**src/rtl/btc_nonce_sched.sv**
```systemverilog
// rtl/btc_nonce_sched.sv - double-SHA256 nonce sweep scheduler for an external hash core
//
// Walks an inclusive 32-bit nonce range. Each nonce gets two passes on the core:
// pass 0 hashes the header and pass 1 rehashes that digest. The second digest is
// then checked for a required number of leading zero bits.
//
// Ports
//   wb_clk_i      in   1    clock, all state changes on the rising edge
//   rst_n         in   1    asynchronous active-low reset
//   start         in   1    begin a sweep (accepted only in IDLE, and only without stop)
//   stop          in   1    abort the running sweep (ignored in IDLE)
//   nonce_first   in   32   first nonce of the range, sampled on accepted start
//   nonce_last    in   32   last nonce of the range (inclusive), sampled on accepted start
//   target_zeros  in   8    required leading-zero bits of the final digest
//   core_start    out  1    one-cycle launch of a core pass
//   core_pass     out  1    0 = header hash, 1 = rehash of the previous digest
//   core_nonce    out  32   nonce under test, stable for the whole double hash
//   core_done     in   1    pass-complete pulse from the core
//   core_digest   in   256  pass result, valid with core_done
//   busy          out  1    high in every state except IDLE
//   done          out  1    one-cycle pulse when a sweep ends (hit, exhausted, stop, timeout)
//   found         out  1    a digest met the target
//   aborted       out  1    sweep ended by stop
//   error         out  1    core did not answer within TIMEOUT cycles
//   found_nonce   out  32   nonce that produced the hit
//   hash_count    out  32   completed double hashes in the current/last sweep
`timescale 1ns/1ps

module btc_nonce_sched #(
  parameter int TIMEOUT = 1024
) (
  input  logic         wb_clk_i,
  input  logic         rst_n,
  input  logic         start,
  input  logic         stop,
  input  logic [31:0]  nonce_first,
  input  logic [31:0]  nonce_last,
  input  logic [7:0]   target_zeros,
  output logic         core_start,
  output logic         core_pass,
  output logic [31:0]  core_nonce,
  input  logic         core_done,
  input  logic [255:0] core_digest,
  output logic         busy,
  output logic         done,
  output logic         found,
  output logic         aborted,
  output logic         error,
  output logic [31:0]  found_nonce,
  output logic [31:0]  hash_count
);

  localparam int TW = (TIMEOUT > 1) ? $clog2(TIMEOUT) : 1;
  localparam logic [TW-1:0] TMO_LAST = TW'(TIMEOUT - 1);

  typedef enum logic [2:0] {
    IDLE,
    LAUNCH1,
    WAIT1,
    LAUNCH2,
    WAIT2,
    CHECK
  } state_t;

  state_t         state;
  logic [31:0]    last_q;
  logic [7:0]     tz_q;
  logic [255:0]   digest_q;
  logic [TW-1:0]  tmo_cnt;
  logic [255:0]   zero_mask;
  logic           hit;

  // Mask covers the top target_zeros bits; target_zeros=0 gives an empty mask,
  // so every digest hits.
  always_comb begin
    zero_mask = ~({256{1'b1}} >> tz_q);
    hit       = ~|(digest_q & zero_mask);
  end

  always_ff @(posedge wb_clk_i or negedge rst_n) begin
    if (!rst_n) begin
      state       <= IDLE;
      last_q      <= '0;
      tz_q        <= '0;
      digest_q    <= '0;
      tmo_cnt     <= '0;
      core_start  <= 1'b0;
      core_pass   <= 1'b0;
      core_nonce  <= '0;
      busy        <= 1'b0;
      done        <= 1'b0;
      found       <= 1'b0;
      aborted     <= 1'b0;
      error       <= 1'b0;
      found_nonce <= '0;
      hash_count  <= '0;
    end else begin
      // Pulse outputs default low; they are raised only on the cycle that needs them.
      core_start <= 1'b0;
      done       <= 1'b0;

      if (state != IDLE && stop) begin
        // Abort wins over a core_done arriving in the same cycle: the result is dropped.
        aborted   <= 1'b1;
        done      <= 1'b1;
        busy      <= 1'b0;
        core_pass <= 1'b0;
        state     <= IDLE;
      end else begin
        case (state)
          IDLE: begin
            if (start && !stop) begin
              last_q     <= nonce_last;
              tz_q       <= target_zeros;
              core_nonce <= nonce_first;
              found      <= 1'b0;
              aborted    <= 1'b0;
              error      <= 1'b0;
              hash_count <= '0;
              busy       <= 1'b1;
              core_start <= 1'b1;
              core_pass  <= 1'b0;
              state      <= LAUNCH1;
            end
          end

          LAUNCH1: begin
            tmo_cnt <= '0;
            state   <= WAIT1;
          end

          WAIT1: begin
            if (core_done) begin
              core_start <= 1'b1;
              core_pass  <= 1'b1;
              state      <= LAUNCH2;
            end else if (tmo_cnt == TMO_LAST) begin
              error     <= 1'b1;
              done      <= 1'b1;
              busy      <= 1'b0;
              core_pass <= 1'b0;
              state     <= IDLE;
            end else begin
              tmo_cnt <= tmo_cnt + TW'(1);
            end
          end

          LAUNCH2: begin
            tmo_cnt <= '0;
            state   <= WAIT2;
          end

          WAIT2: begin
            if (core_done) begin
              digest_q   <= core_digest;
              hash_count <= hash_count + 32'd1;
              state      <= CHECK;
            end else if (tmo_cnt == TMO_LAST) begin
              error     <= 1'b1;
              done      <= 1'b1;
              busy      <= 1'b0;
              core_pass <= 1'b0;
              state     <= IDLE;
            end else begin
              tmo_cnt <= tmo_cnt + TW'(1);
            end
          end

          CHECK: begin
            if (hit) begin
              found       <= 1'b1;
              found_nonce <= core_nonce;
              done        <= 1'b1;
              busy        <= 1'b0;
              core_pass   <= 1'b0;
              state       <= IDLE;
            end else if (core_nonce == last_q) begin
              done      <= 1'b1;
              busy      <= 1'b0;
              core_pass <= 1'b0;
              state     <= IDLE;
            end else begin
              // Natural 32-bit wrap lets a range with last < first sweep through zero.
              core_nonce <= core_nonce + 32'd1;
              core_start <= 1'b1;
              core_pass  <= 1'b0;
              state      <= LAUNCH1;
            end
          end

          default: begin
            busy  <= 1'b0;
            state <= IDLE;
          end
        endcase
      end
    end
  end

endmodule

```
**config.mk**
```make
export PLATFORM = sky130hd
export DESIGN_NAME = btc_nonce_sched
export DESIGN_NICKNAME = d
export VERILOG_FILES = /design/src/rtl/btc_nonce_sched.sv
export SDC_FILE = /design/constraint.sdc
export NUM_CORES = 1
export LEC_CHECK = 0
export BUFFER_PORTS_ARGS = -buffer_cell sky130_fd_sc_hd__buf_2
export CAP_MARGIN = 20
export CELL_PAD_IN_SITES_DETAIL_PLACEMENT = 1
export CELL_PAD_IN_SITES_GLOBAL_PLACEMENT = 1
export CORE_MARGIN = 3
export CORE_UTILIZATION = 42
export CTS_BUF_LIST = sky130_fd_sc_hd__clkbuf_4
export CTS_CLUSTER_SIZE = 14
export DETAILED_ROUTE_END_ITERATION = 10
export GPL_TIMING_DRIVEN = 1
export PLACE_DENSITY = 0.91
export SYNTH_ARGS = -nofsm -noshare
export SYNTH_HDL_FRONTEND = slang
export SYNTH_SLANG_ARGS = --single-unit
```
**constraint.sdc**
```tcl
create_clock -name wb_clk_i -period 4.5 [get_ports wb_clk_i]
set_input_delay 0.9 -clock wb_clk_i [delete_from_list [all_inputs] [get_ports wb_clk_i]]
set_output_delay 0.9 -clock wb_clk_i [all_outputs]
set_load 0.05 [all_outputs]
```
==> flow_summary_export.csv <==
group,metric,value,unit
synth,synth_xor_area_share,2.58,%
synth,ys_async_sr_fraction,100,%
pwr,p_total,12700,uW
floorplanning,num_rows,80,
timing,setup_viol,0,
routing,first_pass_iters,6,
synth,ys_seq_area_share,49.7,%
timing,fmaxAchievable,229,MHz
synth,synth_top_family_by_area,"simple AND/OR/NAND/NOR gates",
timing,setup_tns,0,ns
clock_network,clockBufferDepth,3,
placed_design,dp_hpwl,71000,um
layout,utilization,52.5,%
routing,wirelength,96700,um
synth,synthMuxAreaShare,1.89,%
clock_network,cts_tree,"built",
routing,drt_iter0_markers,2174,
critical_path,r2r_cells,11,
pwr,cellLeakagePower,0.0133,uW
routing,num_vias,21909,
timing,min_period,4.36,ns
grt,globalRouteOverflowTotal,0,
pwr,pwr-share-clk,28.7,%
floorplanning,start_util,43.0,%
synth,ys_ff_latch,411,
clock_network,clk_latency,0.91,ns
pwr,p_per_area,501,mW/mm^2
timing,finClkSkew,0.0761,ns
hold_path,min_path_type,"in2async",
floorplanning,io_pins,436,
clock_network,clockRootBuffer,"clkbuf_4",
synth,avgSynthCellArea,8.43,um^2
pwr,pwr-share-comb,30.3,%
synth,yosys.area_share.simple,27.3,%
synth,syn_area,0.0207,mm^2
timing,drv_slew,0,
synth,synthCells,2453,
routing,avgRoutedWirePerCell,26.4,um
timing,worstMarginPinSlew,1.08,ns
layout,final_cell_mix,"948 x nand2_1, 433 x buf_2, 407 x dfrtp_1",
synth,synth_edf_count,0,
clock_network,ctsResizeCount,0,
synth,synth_compound_area_share,14.6,%
clock_network,clk_pin_slew,0.07,ns
critical_path,r2r-start,"tz_q[3]",
placed_design,gp_congestion,0.995,
critical_path,arrival,5.13,ns
synth,synth_fa_ha_area_share,0.424,%
grt,grt_pass1_wl,145000,um
critical_path,start_kind,"flop",
critical_path,r2r_slack,0.14,ns
floorplanning,die_w,228,um
layout,final_nets,3236,
grt,antenna_found_initial,22,
floorplanning,coreArea,0.0481,mm^2
pwr,p_int,7430,uW
pwr,power_switching,5220,uW
synth,syn_nets,2789,
critical_path,crit_required,5.27,ns
critical_path,critPathKind,"reg2reg",
routing,vias_per_cell,5.98,
clock_network,post_cts_buffers,0,
timing,finalCritPeriodShare,96.9,%
status,status,"finished, final reports clean",
synth,synth_cell_types,83,
flow_run,cap_viol_max_count,0,
synth,synthFlopType,"dfrtp_1",
routing,ant_nets,0,
synth,synth_area_leaders,"dfrtp_1 50%, nand2_1 17%, clkbuf_1 2.6%, xor2_1 2.3%, o21ai_0 2.3%",
clock_network,numCtsBuffers,110,
placed_design,port-buffer-count,434,
clock_network,clock_sinks,411,
pwr,seqPwrFrac,41.0,%
timing,grt_setup_unrepaired,"false",
layout,area_growth,22.2,%
timing,max-slew-margin-rel,27.8,%
layout,fillers,5941,
routing,drc,0,
pwr,irDropWorstVdd,0.176,mV
clock_network,htreeDepth,3,
grt,grt_max_degree,203,
critical_path,cp-end-kind,"flop",
critical_path,startpoint,"tz_q[3]",
grt,track_usage,36.4,%
layout,final_common_cell,"nand2_1",
floorplanning,die_area,0.0519,mm^2
clock_network,holdBufCountCts,0,
synth,yosysTopAreaCellShare,49.7,%
pwr,switching_share,41.2,%
floorplanning,die_h,228,um
timing,final-hold-violation-count,0,
critical_path,path_max_fanout,30,
grt,grt_pass1_vias,22933,
layout,drive_above_1_share,24.0,%
synth,yosysWarnings,0,
synth,synth.largest_area_cell,"dfrtp_1",
## synthesized netlist by cell type, types with 11 or more instances
library cell	count
or3_1	19
a32o_1	17
nor3_1	28
inv_1	18
and2_1	14
dfrtp_1	411
and3_1	22
a31oi_1	19
o22ai_1	13
nand4_1	52
nand2_1	948
or4_1	13
nor2_1	94
nor4_1	35
nand3_1	53
o2111ai_1	19
a21o_1	13
clkbuf_1	144
o21ai_0	95
buf_1	11
o211ai_1	22
xor2_1	55
mux2_1	29
o31ai_1	16
o21a_1	13
a21oi_1	75
## logic make-up (layout without fill, tap and decap cells)
| group | count (synthesis) | after routing |
|---|---|---|
| AO/OA/AOI/OAI | 428 | 428 |
| multiplexers | 35 | 35 |
| XOR/XNOR | 61 | 61 |
| flip-flops | 411 | 411 |
| other | 0 | 20 |
| adder cells (fa/ha/maj) | 8 | 8 |
| buffers and inverters | 185 | 719 |
| AND/OR/NAND/NOR | 1325 | 1325 |
## worst max-delay path: stages (launching register included)
cell and delay [ns]:
dfrtp_2 0.60, or3_1 0.62, o31ai_1 0.42, o2111ai_1 0.18
a2111oi_0 0.54, nand4_1 0.33, o41ai_4 0.41, buf_4 0.21
a31oi_2 0.15, buf_4 0.29, a311oi_1 0.38, a21oi_1 0.13
## worst paths after layout
path / to
max in group asynchronous: digest_q[114]
min in group wb_clk_i: last_q[14]
worst max register to register: core_nonce[2]
worst min-delay path: digest_q[152]
worst min register to register: core_pass
worst max-delay path: core_nonce[2]
## sequential cells by signal, indices dropped and copies added (netlist names)
| register | flops |
|---|---|
| core_pass | 1 |
| done | 1 |
| core_start | 1 |
| busy | 1 |
| last_q | 32 |
| found | 1 |
| tz_q | 8 |
| core_nonce | 32 |
| tmo_cnt | 10 |
| error | 1 |
| hash_count | 32 |
| digest_q | 255 |
| state | 3 |
| found_nonce | 32 |
| aborted | 1 |
## stage by stage
| step | instance area, um^2 | setup slack, ns | hold slack (ns) | std cells |
|---|---|---|---|---|
| after global placement | 23700 | 0.431 | 0.462 | 3443 |
| after global routing | 25300 | 0.0449 | 0.148 | 3663 |
| after floorplan | 20700 | 0.949 | 0.438 | 2453 |
| after detailed placement | 23700 | 0.332 | 0.464 | 3443 |
| after CTS | 25200 | 0.235 | 0.0848 | 3642 |
| final | 25300 | 0.141 | 0.121 | 3663 |
## layer usage
layer	part of all wire, %	vias to the layer above	wire length [um]	track usage [%]
met2	46	1169	44300	56.9
met1	41	11023	39500	48.5
met4	4.7	0	4540	17.4
met3	8.7	272	8380	7.68
li1	-	9445	-	-
met5	0	-	0	0
## cell type report
cell class / count / area (um^2) / area share (%)
antenna: 20 / 50.0 / 0.198
tap: 656 / 821 / 3.25
multi-input combinational: 1857 / 9690 / 38.4
inverter: 19 / 71.3 / 0.282
sequential: 411 / 10300 / 40.7
clock inverter: 29 / 231 / 0.916
clock buffer: 170 / 1280 / 5.05
timing repair buffer: 501 / 2830 / 11.2
## power groups by stage
stage / clock [uW] / combinational (uW) / sequential (uW)
detailed placement: 0 / 3690 / 5190
CTS: 3690 / 3730 / 5140
floorplan: 0 / 1960 / 5030
global placement: 0 / 3580 / 5160
finish: 3630 / 3840 / 5190
global route: 3900 / 4070 / 5220
No activity file was read; power rests on OpenSTA's default activity.
